$ cat config.mk
export PLATFORM = sky130hd
export DESIGN_NAME = fib_job_sequencer
export DESIGN_NICKNAME = d
export VERILOG_FILES = /design/src/rtl/fib_pkg.sv /design/src/rtl/fib_job_fifo.sv /design/src/rtl/fib_job_sequencer.sv
export SDC_FILE = /design/constraint.sdc
export NUM_CORES = 1
export LEC_CHECK = 0
export BUFFER_PORTS_ARGS = -buffer_cell sky130_fd_sc_hd__buf_2
export CAP_MARGIN = 20
export CORE_ASPECT_RATIO = 1.5
export CORE_UTILIZATION = 50
export DETAILED_ROUTE_END_ITERATION = 8
export PLACE_DENSITY = 0.72
export SLEW_MARGIN = 20
export SYNTH_ARGS = -nofsm -noshare
export SYNTH_HDL_FRONTEND = slang
export SYNTH_SLANG_ARGS = --single-unit
$ cat constraint.sdc
create_clock -name clk -period 3.08 [get_ports clk]
set_clock_uncertainty 0.1 [all_clocks]
set_input_delay 0.154 -clock clk [delete_from_list [all_inputs] [get_ports clk]]
set_output_delay 0.154 -clock clk [all_outputs]
set_load 0.01 [all_outputs]
$ cat src/rtl/fib_pkg.sv
// fib_pkg: shared types and constants for the Fibonacci job sequencer.
// Provides the sequencer FSM state enum, the default data width and the
// helper that sizes the job timeout counter.
package fib_pkg;

  localparam int FIB_WIDTH = 32;

  typedef enum logic [2:0] {
    IDLE,
    LAUNCH,
    WAIT_RISE,
    WAIT_FALL,
    EMIT
  } fsm_state_e;

  // Width of a counter that must reach TIMEOUT-2 (the last value before the
  // abort fires); at least one bit so tiny TIMEOUT values still elaborate.
  function automatic int tmo_cnt_width(input int timeout);
    return (timeout <= 2) ? 1 : $clog2(timeout);
  endfunction

endpackage

$ cat src/rtl/fib_job_fifo.sv
// fib_job_fifo: DEPTH x WIDTH job queue, first-word-fall-through read.
// Ports: clk_i/rst_ni, push_i+push_dat_i write, pop_i consumes head_dat_o,
//        full_o/empty_o status. Push when full and pop when empty are ignored.
module fib_job_fifo #(
  parameter int WIDTH = 32,
  parameter int DEPTH = 4
) (
  input  logic             clk_i,
  input  logic             rst_ni,
  input  logic             push_i,
  input  logic [WIDTH-1:0] push_dat_i,
  input  logic             pop_i,
  output logic [WIDTH-1:0] head_dat_o,
  output logic             full_o,
  output logic             empty_o
);

  localparam int AW = $clog2(DEPTH);

  // Pointers carry one extra wrap bit to tell full from empty.
  logic [AW:0]      wr_ptr_q, wr_ptr_d;
  logic [AW:0]      rd_ptr_q, rd_ptr_d;
  logic [WIDTH-1:0] mem_q [DEPTH];
  logic             do_push;
  logic             do_pop;

  assign empty_o    = (wr_ptr_q == rd_ptr_q);
  assign full_o     = (wr_ptr_q[AW] != rd_ptr_q[AW]) &&
                      (wr_ptr_q[AW-1:0] == rd_ptr_q[AW-1:0]);
  assign head_dat_o = mem_q[rd_ptr_q[AW-1:0]];

  assign do_push = push_i && !full_o;
  assign do_pop  = pop_i && !empty_o;

  always_comb begin
    wr_ptr_d = wr_ptr_q;
    rd_ptr_d = rd_ptr_q;
    if (do_push) wr_ptr_d = wr_ptr_q + 1'b1;
    if (do_pop)  rd_ptr_d = rd_ptr_q + 1'b1;
  end

  always_ff @(posedge clk_i or negedge rst_ni) begin
    if (!rst_ni) begin
      wr_ptr_q <= '0;
      rd_ptr_q <= '0;
    end else begin
      wr_ptr_q <= wr_ptr_d;
      rd_ptr_q <= rd_ptr_d;
    end
  end

  // Storage needs no reset: entries are only read once written.
  always_ff @(posedge clk_i) begin
    if (do_push) mem_q[wr_ptr_q[AW-1:0]] <= push_dat_i;
  end

endmodule

$ cat src/rtl/fib_job_sequencer.sv
// fib_job_sequencer: queues Fibonacci jobs, launches each on the engine with a
// start pulse, waits on eng_busy (with timeout), returns the result over a
// valid/ready port and keeps a wrapping running total with sticky overflow.
// Ports: req_* job input (req_ready = FIFO not full), eng_* engine side,
//        res_* result output, total/total_ovf/total_clr accumulator.
module fib_job_sequencer
  import fib_pkg::*;
#(
  parameter int WIDTH   = FIB_WIDTH,
  parameter int DEPTH   = 4,
  parameter int TIMEOUT = 1024
) (
  input  logic             clk,
  input  logic             reset_button_n,
  input  logic             req_valid,
  output logic             req_ready,
  input  logic [WIDTH-1:0] req_a0,
  output logic             eng_start,
  output logic [WIDTH-1:0] eng_a0,
  input  logic             eng_busy,
  input  logic [WIDTH-1:0] eng_result,
  output logic             res_valid,
  input  logic             res_ready,
  output logic [WIDTH-1:0] res_data,
  output logic             res_err,
  output logic [WIDTH-1:0] total,
  output logic             total_ovf,
  input  logic             total_clr
);

  localparam int CW = tmo_cnt_width(TIMEOUT);
  // The counter is cleared in LAUNCH and counts every wait cycle. Aborting
  // when the count about to be written is TIMEOUT-1 puts res_valid exactly
  // TIMEOUT cycles after the start pulse.
  localparam logic [CW-1:0] TMO_LAST = CW'(TIMEOUT - 2);

  fsm_state_e       state_q, state_d;
  logic [CW-1:0]    tmo_q, tmo_d;
  logic [WIDTH-1:0] eng_a0_q, eng_a0_d;
  logic [WIDTH-1:0] res_data_q, res_data_d;
  logic             res_err_q, res_err_d;
  logic [WIDTH-1:0] total_q, total_d;
  logic             ovf_q, ovf_d;

  logic             fifo_full;
  logic             fifo_empty;
  logic             fifo_push;
  logic             fifo_pop;
  logic [WIDTH-1:0] fifo_head;
  logic             tmo_hit;
  logic             res_hs;
  logic [WIDTH:0]   sum;

  // Full depends only on registered pointers, so no input reaches req_ready.
  assign req_ready = !fifo_full;
  assign fifo_push = req_valid && !fifo_full;
  assign fifo_pop  = (state_q == IDLE) && !fifo_empty;

  fib_job_fifo #(
    .WIDTH (WIDTH),
    .DEPTH (DEPTH)
  ) u_fifo (
    .clk_i      (clk),
    .rst_ni     (reset_button_n),
    .push_i     (fifo_push),
    .push_dat_i (req_a0),
    .pop_i      (fifo_pop),
    .head_dat_o (fifo_head),
    .full_o     (fifo_full),
    .empty_o    (fifo_empty)
  );

  assign tmo_hit = (tmo_q == TMO_LAST);
  assign res_hs  = (state_q == EMIT) && res_ready;
  assign sum     = {1'b0, total_q} + {1'b0, res_data_q};

  // State register
  always_ff @(posedge clk or negedge reset_button_n) begin
    if (!reset_button_n) state_q <= IDLE;
    else                 state_q <= state_d;
  end

  // Next-state logic; timeout wins over a same-cycle busy edge.
  always_comb begin
    state_d = state_q;
    case (state_q)
      IDLE:      if (!fifo_empty) state_d = LAUNCH;
      LAUNCH:    state_d = WAIT_RISE;
      WAIT_RISE: begin
        if (tmo_hit)       state_d = EMIT;
        else if (eng_busy) state_d = WAIT_FALL;
      end
      WAIT_FALL: begin
        if (tmo_hit || !eng_busy) state_d = EMIT;
      end
      EMIT:      if (res_ready) state_d = IDLE;
      default:   state_d = IDLE;
    endcase
  end

  // Outputs decoded from registered state only.
  always_comb begin
    eng_start = (state_q == LAUNCH);
    res_valid = (state_q == EMIT);
  end

  // Datapath next-state
  always_comb begin
    tmo_d      = tmo_q;
    eng_a0_d   = eng_a0_q;
    res_data_d = res_data_q;
    res_err_d  = res_err_q;
    total_d    = total_q;
    ovf_d      = ovf_q;

    if (fifo_pop) eng_a0_d = fifo_head;

    case (state_q)
      LAUNCH: tmo_d = '0;
      WAIT_RISE, WAIT_FALL: begin
        tmo_d = tmo_q + 1'b1;
        if (tmo_hit) begin
          res_data_d = '0;
          res_err_d  = 1'b1;
        end else if (state_q == WAIT_FALL && !eng_busy) begin
          res_data_d = eng_result;
          res_err_d  = 1'b0;
        end
      end
      default: ;
    endcase

    // Clear beats a same-cycle accumulate; the add is simply dropped.
    if (total_clr) begin
      total_d = '0;
      ovf_d   = 1'b0;
    end else if (res_hs && !res_err_q) begin
      total_d = sum[WIDTH-1:0];
      ovf_d   = ovf_q | sum[WIDTH];
    end
  end

  always_ff @(posedge clk or negedge reset_button_n) begin
    if (!reset_button_n) begin
      tmo_q      <= '0;
      eng_a0_q   <= '0;
      res_data_q <= '0;
      res_err_q  <= 1'b0;
      total_q    <= '0;
      ovf_q      <= 1'b0;
    end else begin
      tmo_q      <= tmo_d;
      eng_a0_q   <= eng_a0_d;
      res_data_q <= res_data_d;
      res_err_q  <= res_err_d;
      total_q    <= total_d;
      ovf_q      <= ovf_d;
    end
  end

  assign eng_a0    = eng_a0_q;
  assign res_data  = res_data_q;
  assign res_err   = res_err_q;
  assign total     = total_q;
  assign total_ovf = ovf_q;

endmodule

; ---- Word-level counts from Yosys, hierarchy flattened
; Memories as Yosys holds them, arrays and structs flattened. A register that Yosys moved wholly into a read port is not among the register bits.
; Cells that the tools add are included.
; W data, S select, Z words.
[totals]
memories = 1
regBits = 85
ramBits = 128
[mem_list]
columns = name, words, word_bits, read_ports, rd_ports_with_merged_regs, write_ports, line_no
row1 = u_fifo.mem_q, 4, 32, 1, 1, 1, fib_job_fifo.sv:23  ; logic [WIDTH-1:0] mem_q [DEPTH];
[classes]
addsub = 4
n_reduce_logical = 21
mux = 17
n_bitwise = 1
eq_ne = 12
[op_table]
columns = cell, n
row1 = $mux W32, 4
row2 = $add A32 B32 Y33, 1
row3 = $pmux W10 S2, 1
row4 = $mux W3, 5
row5 = $pmux W3 S5, 1
row6 = $add A10 B1 Y10 const B, 1
row7 = $eq A10 B10 Y1 const B, 1
row8 = $logic_and A1 B1 Y1, 8
row9 = $add A3 B1 Y3 const B, 2
row10 = $eq A3 B2 Y1 const B, 2
row11 = $mux W1, 6
row12 = $reduce_bool A2 Y1, 3
row13 = $logic_not A1 Y1, 5
row14 = $ne A2 B2 Y1 const B, 2
row15 = $reduce_and A4 Y1, 1
row16 = $eq A3 B1 Y1 const B, 1
row17 = $eq A3 B3 Y1, 1
row18 = $eq A3 B3 Y1 const B, 1
row19 = $logic_not A3 Y1, 1
row20 = $ne A3 B3 Y1 const B, 1
row21 = $eq A2 B2 Y1, 1
row22 = $ne A2 B1 Y1 const B, 1
row23 = $reduce_and A2 Y1, 1
row24 = $reduce_or A2 Y1, 1
row25 = 3 further kinds, 3

; ---- Logic depth before layout (Yosys ltp)
; Gate-level depths: netlist of run 1.
[depth]
ltp_word = 7
depth_mapped = 11
mapped_depth_nobuf = 11

; ---- Cells and area by module
; Synthesis of run 1 repeated with hierarchy kept, for this count alone.
[hier_totals]
cells_unflattened = 865
area_unflattened_um2 = 11129.4
[by_module_without_submodules]
columns = mod, seq_area_each_um2, instances, area_per_inst_um2, cells_per_inst
row1 = fib_job_sequencer, 2777.7, 1, 6052.1, 649
row2 = fib_job_fifo, 3993.8, 1, 5077.4, 216

; ---- Worst setup path before layout of run 1
; OpenSTA, ideal clock, no wires.
[synth_timing]
path_type = register -> register
start = register res_data_q[0] (netlist: res_data[0])
end = register ovf_q (netlist: total_ovf)
setup_ps = 81
synth_period_minus_slack_ps = 2524
slack_ps = 556
arrival_ps = 2344
path_buffers = 0
required_ps = 2899
stages_incl_launch_ff = 12
path_cell_list = dfrtp_1 ha_1 inv_1 fa_1 and2b_1 o211ai_2 a31oi_4 a22oi_4 o21bai_4 a211oi_2 o41a_1 nor3_2
[synth_via]
elab_chain_len = 4
[synth_rtl]
columns = element, line_no
row1 = from (decl), fib_job_sequencer.sv:40  ; logic [WIDTH-1:0] res_data_q, res_data_d;
row2 = from (signal assigned), fib_job_sequencer.sv:154  ; res_data_q <= res_data_d;
row3 = $add A32 B32 Y33, fib_job_sequencer.sv:75  ; assign sum = {1'b0, total_q} + {1'b0, res_data_q};
row4 = $or A1 B1 Y1, fib_job_sequencer.sv:139  ; ovf_d = ovf_q | sum[WIDTH];
row5 = $mux W1, fib_job_sequencer.sv:137  ; end else if (res_hs && !res_err_q) begin
row6 = $mux W1, fib_job_sequencer.sv:134  ; if (total_clr) begin
row7 = to (signal assigned), fib_job_sequencer.sv:157  ; ovf_q <= ovf_d;
row8 = to (decl), fib_job_sequencer.sv:43  ; logic ovf_q, ovf_d;
; No other way between the ends. The select of a mux whose other input is x is not followed.
; A chain may end at the register's enable or synchronous reset.

; ---- Worst setup path after layout of run 1
; Ends and elaborated chain as after synthesis.

==> results of run 1 <==
metrics by stage:
stage	power [mW]	util, %
3_5_place_dp	8.935	56.74
6_report	11.84	63.50
4_1_cts	11.93	63.49
2_1_floorplan	7.583	-
3_3_place_gp	8.814	56.74
5_1_grt	12.52	63.50
cell families after synthesis:
kind of cell,count (synthesis),synth area share [%]
compound gates,178,9.965
fa+ha+maj,40,4.556
mux,67,9.976
flops,245,60.73
simple gates,250,10.41
buf+inv,54,2.076
xor+xnor,29,2.278
power breakdown:
group / total (mW) / switching (mW) / leakage, nW / internal [mW]
clock network: 2.90 / 1.22 / 0.372 / 1.68
registers: 4.93 / 0.522 / 2.67 / 4.41
logic: 4.01 / 2.18 / 2.89 / 1.82
state kept, by name, summed over array words and instances (netlist names):
signal           flops
state_q              3
total_ovf            1
res_data            32
tmo_q               10
res_err              1
u_fifo.mem_q       128
eng_a0              32
u_fifo.rd_ptr_q      3
total               32
u_fifo.wr_ptr_q      3
metal layers:
layer | wire length (µm) | global-route usage (%) | share of wire [%] | vias to the layer above
li1 | - | - | - | 3681
met1 | 9843 | 26.65 | 37 | 3819
met2 | 14260 | 44.67 | 53 | 261
met3 | 1674 | 4.834 | 6.3 | 73
met4 | 914 | 9.000 | 3.4 | 0
met5 | 0 | 0 | 0 | -
timing repair:
action                    4_1_cts  5_1_grt
hold endpoints to repair      234        0
hold buffers                   69        0
buffers inserted                0        0
final cells by class:
type,instances,area (µm²),share of cell area (%)
multi-input combinational,564,4151,29.99
tap,272,340.3,2.458
timing repair buffer,257,1729,12.49
sequential,245,6773,48.92
antenna,1,2.502,0.01808
inverter,18,67.56,0.4881
clock inverter,11,113.9,0.8225
clock buffer,33,665.6,4.808
critical path, delay by kind of cell (launching register included):
family	cells	cell delay [ns]
compound gates	6	1.18
fa+ha+maj	2	0.54
flops	1	0.37
simple gates	2	0.36
buf+inv	1	0.06
placed cells by master (no fill, tap or decap), types with 3 or more instances in the layout:
cell,netlist,final
buf_2,11,169
mux2_2,33,33
clkbuf_1,21,7
dfrtp_1,117,116
o211ai_1,3,3
or3_1,3,3
nor3_1,13,13
a21oi_2,3,3
xnor2_1,12,12
nand4_1,12,12
nand3_1,13,13
a221oi_1,3,3
clkinv_2,0,4
clkbuf_16,0,25
inv_1,17,17
edfxtp_1,128,128
and3_1,10,6
nor2_1,33,33
a22o_1,3,3
o21a_1,4,4
dlygate4sd3_1,0,69
nor2b_1,7,7
buf_4,0,15
o21bai_1,6,6
ha_1,39,39
buf_12,0,4
xor2_1,17,17
o21ai_0,26,26
and3_2,0,4
and2_1,5,5
mux4_2,32,32
nand2b_1,4,4
a211oi_1,3,3
a21oi_1,49,49
nand2_1,134,134
a21o_1,9,9
o21ai_1,48,48
worst min path at each step:
| stage | cells after the start | startpoint | slack (ns) | to |
|---|---|---|---|---|
| after global placement | 1 | reset_button_n | 0.27 | total[16] |
| after global routing | 2 | req_a0[28] | 0.28 | u_fifo.mem_q[3][28] |
| after floorplan | 0 | reset_button_n | -0.24 | eng_a0[0] |
| final | 2 | reset_button_n | 0.22 | res_data[18] |
| after detailed placement | 1 | reset_button_n | 0.27 | res_data[16] |
| after CTS | 2 | reset_button_n | 0.27 | res_data[18] |
==> run_results.csv, run 1 <==
group,metric,value,unit
worst_setup_path,rr_worst_depth,11,
synth,synth_commonest_cells,"nand2_1 (134), edfxtp_1 (128), dfrtp_1 (117)",
detailed_routing,dr.pass1.iters,5,
min_path,hold_class,"in2async",
timing,fin_crit,2.690,ns
synth,synth_nets,973,
timing,maxSlewHeadroom,37.35,%
grt,grt_use_total,24.10,%
timing,fmax,0.3717,GHz
clock_tree,path_clk_slew,0.06,ns
clock_tree,cts_num_sinks,245,
worst_setup_path,worstPathMaxFanout,4,
floorplan,ios,171,
worst_setup_path,start_kind,"register",
synth,synth.largest_area_cell,"edfxtp_1",
layout,fillers,1672,
worst_setup_path,cp_cell_sequence,"ha_1, inv_1, fa_1, and2b_1, o211ai_2, a31oi_4, a22oi_4, o21bai_4, a211oi_2, o41a_1, nor3_2",
timing,hold_viol_final,0,
synth,netlist_instances,863,
worst_setup_path,worst_ep_arrival_time,3.02,ns
clock_tree,clk_root_buffer_cell,"clkbuf_16",
worst_setup_path,timing.rr.start,"res_data[0]",
timing,fin_crit_sh,87.34,%
timing,tightestPinTransition,0.9397,ns
synth,synth_most_common_cell,"nand2_1",
timing,rsz0062_at_grt,"no",
floorplan,fp.dieW,123.9,µm
layout,fin_nets,1220,
synth,synthTopCellsByArea,"edfxtp_1 (34%), dfrtp_1 (26%), mux4_2 (6.5%)",
synth,avgSynthCellArea,12.92,µm²
grt,grt_max_degree,65,
detailed_routing,initialDrtViolationCount,472,
worst_setup_path,rrSetupSlack,0.39,ns
synth,synth_ff_type,"edfxtp_1",
worst_setup_path,crit_required,3.41,ns
floorplan,die-area,0.02291,mm²
clock_tree,cts_tree,"done",
placement,dp_slack,0.3863,ns
detailed_routing,wl,26.69,mm
timing,drv_slew,0,
floorplan,coreArea,0.02180,mm²
clock_tree,clock_latency,0.52,ns
detailed_routing,drc_errors,0,
placement,io_buffers,170,
clock_tree,cts-htree-levels,1,
power,power.leakage,5.932,nW
worst_setup_path,path_class,"reg2reg",
grt,grt_pass1_wl,42.17,mm
detailed_routing,via_per_inst,5.592,
timing,setup_slack,0.3900,ns
layout,fin_area,0.01384,mm²
clock_tree,cts-resized-gates,0,
status,status,"finished, final reports clean",
timing,finalHoldWorstSlack,0.2152,ns
worst_setup_path,r2r-end,"total_ovf",
detailed_routing,ant_nets,0,
detailed_routing,routedWlPerCell,19.05,µm
grt,grt-ovfl-total,0,
layout,instances_no_fill,1401,
worst_setup_path,end_kind,"register",
synth,synth-edff-count,128,
synth,yosysWarnings,0,
timing,setup_viol,0,
floorplan,fp-row-count,66,
clock_tree,cts_max_path_buffers,3,
floorplan,start_util,51.14,%
power,ir_drop,0.7579,mV
power,power_density,855.3,mW/mm²
clock_tree,numCtsBuffers,24,
layout,layout-drive-gt1-share,27.93,%
placement,gp_congestion,0.9507,
synth,netlist.area_leader.share,34.47,%
synth,yosysUniqueCellTypes,64,
synth,async_flop_share,47.76,%
run,cap_violations,0,
timing,setup_tns,0,ns
worst_setup_path,endpoint,"total_ovf",
placement,dp_cells,1287,
synth,ys_seq_area_share,60.73,%
placement,dpl_cell_area,0.01237,mm²
layout,area_growth,24.16,%
synth,synth_seq_cells,245,
grt,first_global_vias,8137,
worst_setup_path,startpoint,"res_data[0]",
detailed_routing,route.vias.total,7834,
floorplan,die_h,184.9,µm
worst_setup_path,slowest_delay,0.40,ns
synth,syn-cell-area,0.01115,mm²
grt,antenna_found_initial,1,
placement,dp_hpwl,17.80,mm
worst_setup_path,crit_slowest_cell,"o41a_1",
Power figures use the tool's default switching activity.
==> run 2: changes to the inputs <==
--- a/config.mk
+++ b/config.mk
@@ -8,9 +8,9 @@
 export BUFFER_PORTS_ARGS = -buffer_cell sky130_fd_sc_hd__buf_2
 export CAP_MARGIN = 20
 export CORE_ASPECT_RATIO = 1.5
-export CORE_UTILIZATION = 50
+export CORE_UTILIZATION = 40
 export DETAILED_ROUTE_END_ITERATION = 8
-export PLACE_DENSITY = 0.72
+export PLACE_DENSITY_LB_ADDON = 0.2
 export SLEW_MARGIN = 20
 export SYNTH_ARGS = -nofsm -noshare
 export SYNTH_HDL_FRONTEND = slang
==> run_results.csv, run 2 (synthesis results as in run 1) <==
group,metric,value,unit
status,status,"finished, violations left",
status,violations,"design-rule violations",
power,total_power,12.10,mW
timing,setup_tns,0,ns
placement,io_buffers,170,
timing,fmax,0.3652,GHz
floorplan,ios,171,
detailed_routing,initialDrtViolationCount,390,
timing,finalHoldWorstSlack,0.06270,ns
floorplan,start_util,40.82,%
placement,gp_congestion,0.9000,
worst_setup_path,path_class,"reg2reg",
power,power_density,863.7,mW/mm²
clock_tree,numCtsBuffers,25,
worst_setup_path,timing.rr.start,"res_data[0]",
worst_setup_path,worstPathMaxFanout,4,
worst_setup_path,rrSetupSlack,0.34,ns
clock_tree,hold_buffers,69,
clock_tree,cts-htree-levels,1,
timing,rsz0062_at_grt,"no",
timing,maxSlewHeadroom,53.89,%
detailed_routing,route.vias.total,7651,
clock_tree,cts_tree,"done",
grt,first_global_vias,8098,
grt,antenna_found_initial,2,
floorplan,die_h,206.5,µm
layout,layout-drive-gt1-share,27.35,%
power,power_switching,3.889,mW
floorplan,coreArea,0.02731,mm²
grt,gr-usage-met2,36.64,%
power,power.internal,8.212,mW
power,clkPwrFrac,26.7,%
clock_tree,clk_root_buffer_cell,"clkbuf_16",
worst_setup_path,rr_worst_depth,11,
power,combPwrFrac,32.8,%
clock_tree,postCtsSetupBuffers,0,
power,power.leakage,5.980,nW
layout,largest_reg_flops,128,
layout,area_growth,25.66,%
layout,mostFrequentLayoutCell,"buf_2",
detailed_routing,drc_errors,34,
worst_setup_path,end_kind,"register",
floorplan,fp.dieW,138.3,µm
timing,setup_viol,0,
timing,hold_viol_final,0,
placement,dp_hpwl,18.05,mm
worst_setup_path,r2r-end,"total[28]",
power,ir_drop,0.6088,mV
floorplan,fp-row-count,74,
clock_tree,cts-resized-gates,0,
worst_setup_path,worst_ep_arrival_time,3.10,ns
detailed_routing,ant_nets,0,
clock_tree,cts_max_path_buffers,3,
worst_setup_path,start_kind,"register",
worst_setup_path,crit_required,3.44,ns
grt,grt_use_total,19.14,%
grt,grt_use_met1,21.12,%
clock_tree,path_clk_slew,0.06,ns
run,cap_violations,0,
timing,drv_slew,0,
layout,fin_nets,1219,
clock_tree,cts_num_sinks,245,
timing,fin_crit_sh,88.91,%
detailed_routing,routedWlPerCell,18.12,µm
detailed_routing,dr.pass1.iters,6,
detailed_routing,via_per_inst,5.205,
min_path,hold_class,"in2async",
timing,tightestPinTransition,0.6917,ns
grt,grt_busiest_layer,"met2",
floorplan,die-area,0.02856,mm²
power,switching_share,32.14,%
timing,fin_crit,2.739,ns
grt,grt_pass1_wl,42.52,mm
grt,use_met3,3.429,%
detailed_routing,wl,26.64,mm
grt,grt_max_degree,67,
clock_tree,clock_latency,0.52,ns
layout,final_cell_mix,"buf_2 (169), nand2_1 (134), edfxtp_1 (128)",
power,p_seq_share,40.5,%
grt,grt-ovfl-total,0,
run 2: cell count changes in the layout (fill, tap and decap cells not counted), sizes merged:
cell	previous run	this run
clkinvlp	4	0
diode	1	2
clkinv	6	8
buf	188	186
bufinv	2	6
clkbuf	33	30
inv	17	18
run 2: critical path, stage by stage (launching register included):
cell	delay, ns
dfrtp_1	0.39
ha_1	0.18
inv_1	0.05
fa_1	0.37
and2b_1	0.26
o211ai_2	0.12
a31oi_4	0.28
a22oi_4	0.10
o21ai_1	0.30
nand3_1	0.14
a211o_1	0.31
nand3_1	0.07
run 2: worst max-delay path by stage:
stage,start,depth (start not counted),slack (ns),to
after global placement,res_data[0],11,0.45,total_ovf
after CTS,res_data[0],11,0.37,total[28]
after detailed placement,res_data[0],11,0.36,total[28]
after floorplan,res_data[0],11,0.56,total_ovf
final,res_data[0],11,0.34,total[28]
after global routing,res_data[0],11,0.16,total[28]
run 2: cell type report:
cell class	instances	area [µm²]
Inverter	18	67.56
Multi-Input combinational cell	564	4148
Tap cell	342	427.9
Clock buffer	30	644.4
Timing Repair Buffer	255	1727
Antenna cell	2	5.005
Clock inverter	14	219.0
Fill cell	2397	13300
Sequential cell	245	6773
run 2: routing by layer:
layer	part of all wire, %	wire (µm)	vias to the layer above
met1	39	10300	3727
met5	0	0	-
met3	5.6	1499	48
met4	2.5	678	0
li1	-	-	3677
met2	53	14160	199
run 2: through the flow:
step / instance area, µm² / cells / util, % / setup slack [ns]
finish: 14010 / 1470 / 51.30 / 0.3415
global route: 14010 / 1470 / 51.30 / 0.1552
CTS: 14010 / 1468 / 51.28 / 0.3652
detailed placement: 12450 / 1355 / 45.59 / 0.3594
global placement: 12450 / 1355 / 45.59 / 0.4513
floorplan: 11150 / 863 / - / 0.5558
run 2: power by group through the flow:
stage,clock (mW),combinational (mW),sequential (mW)
final,3.23,3.97,4.90
after global routing,3.44,4.40,5.01
after CTS,3.32,4.05,4.92
after detailed placement,0,3.98,4.97
after global placement,0,3.95,4.94
after floorplan,0,2.55,5.03
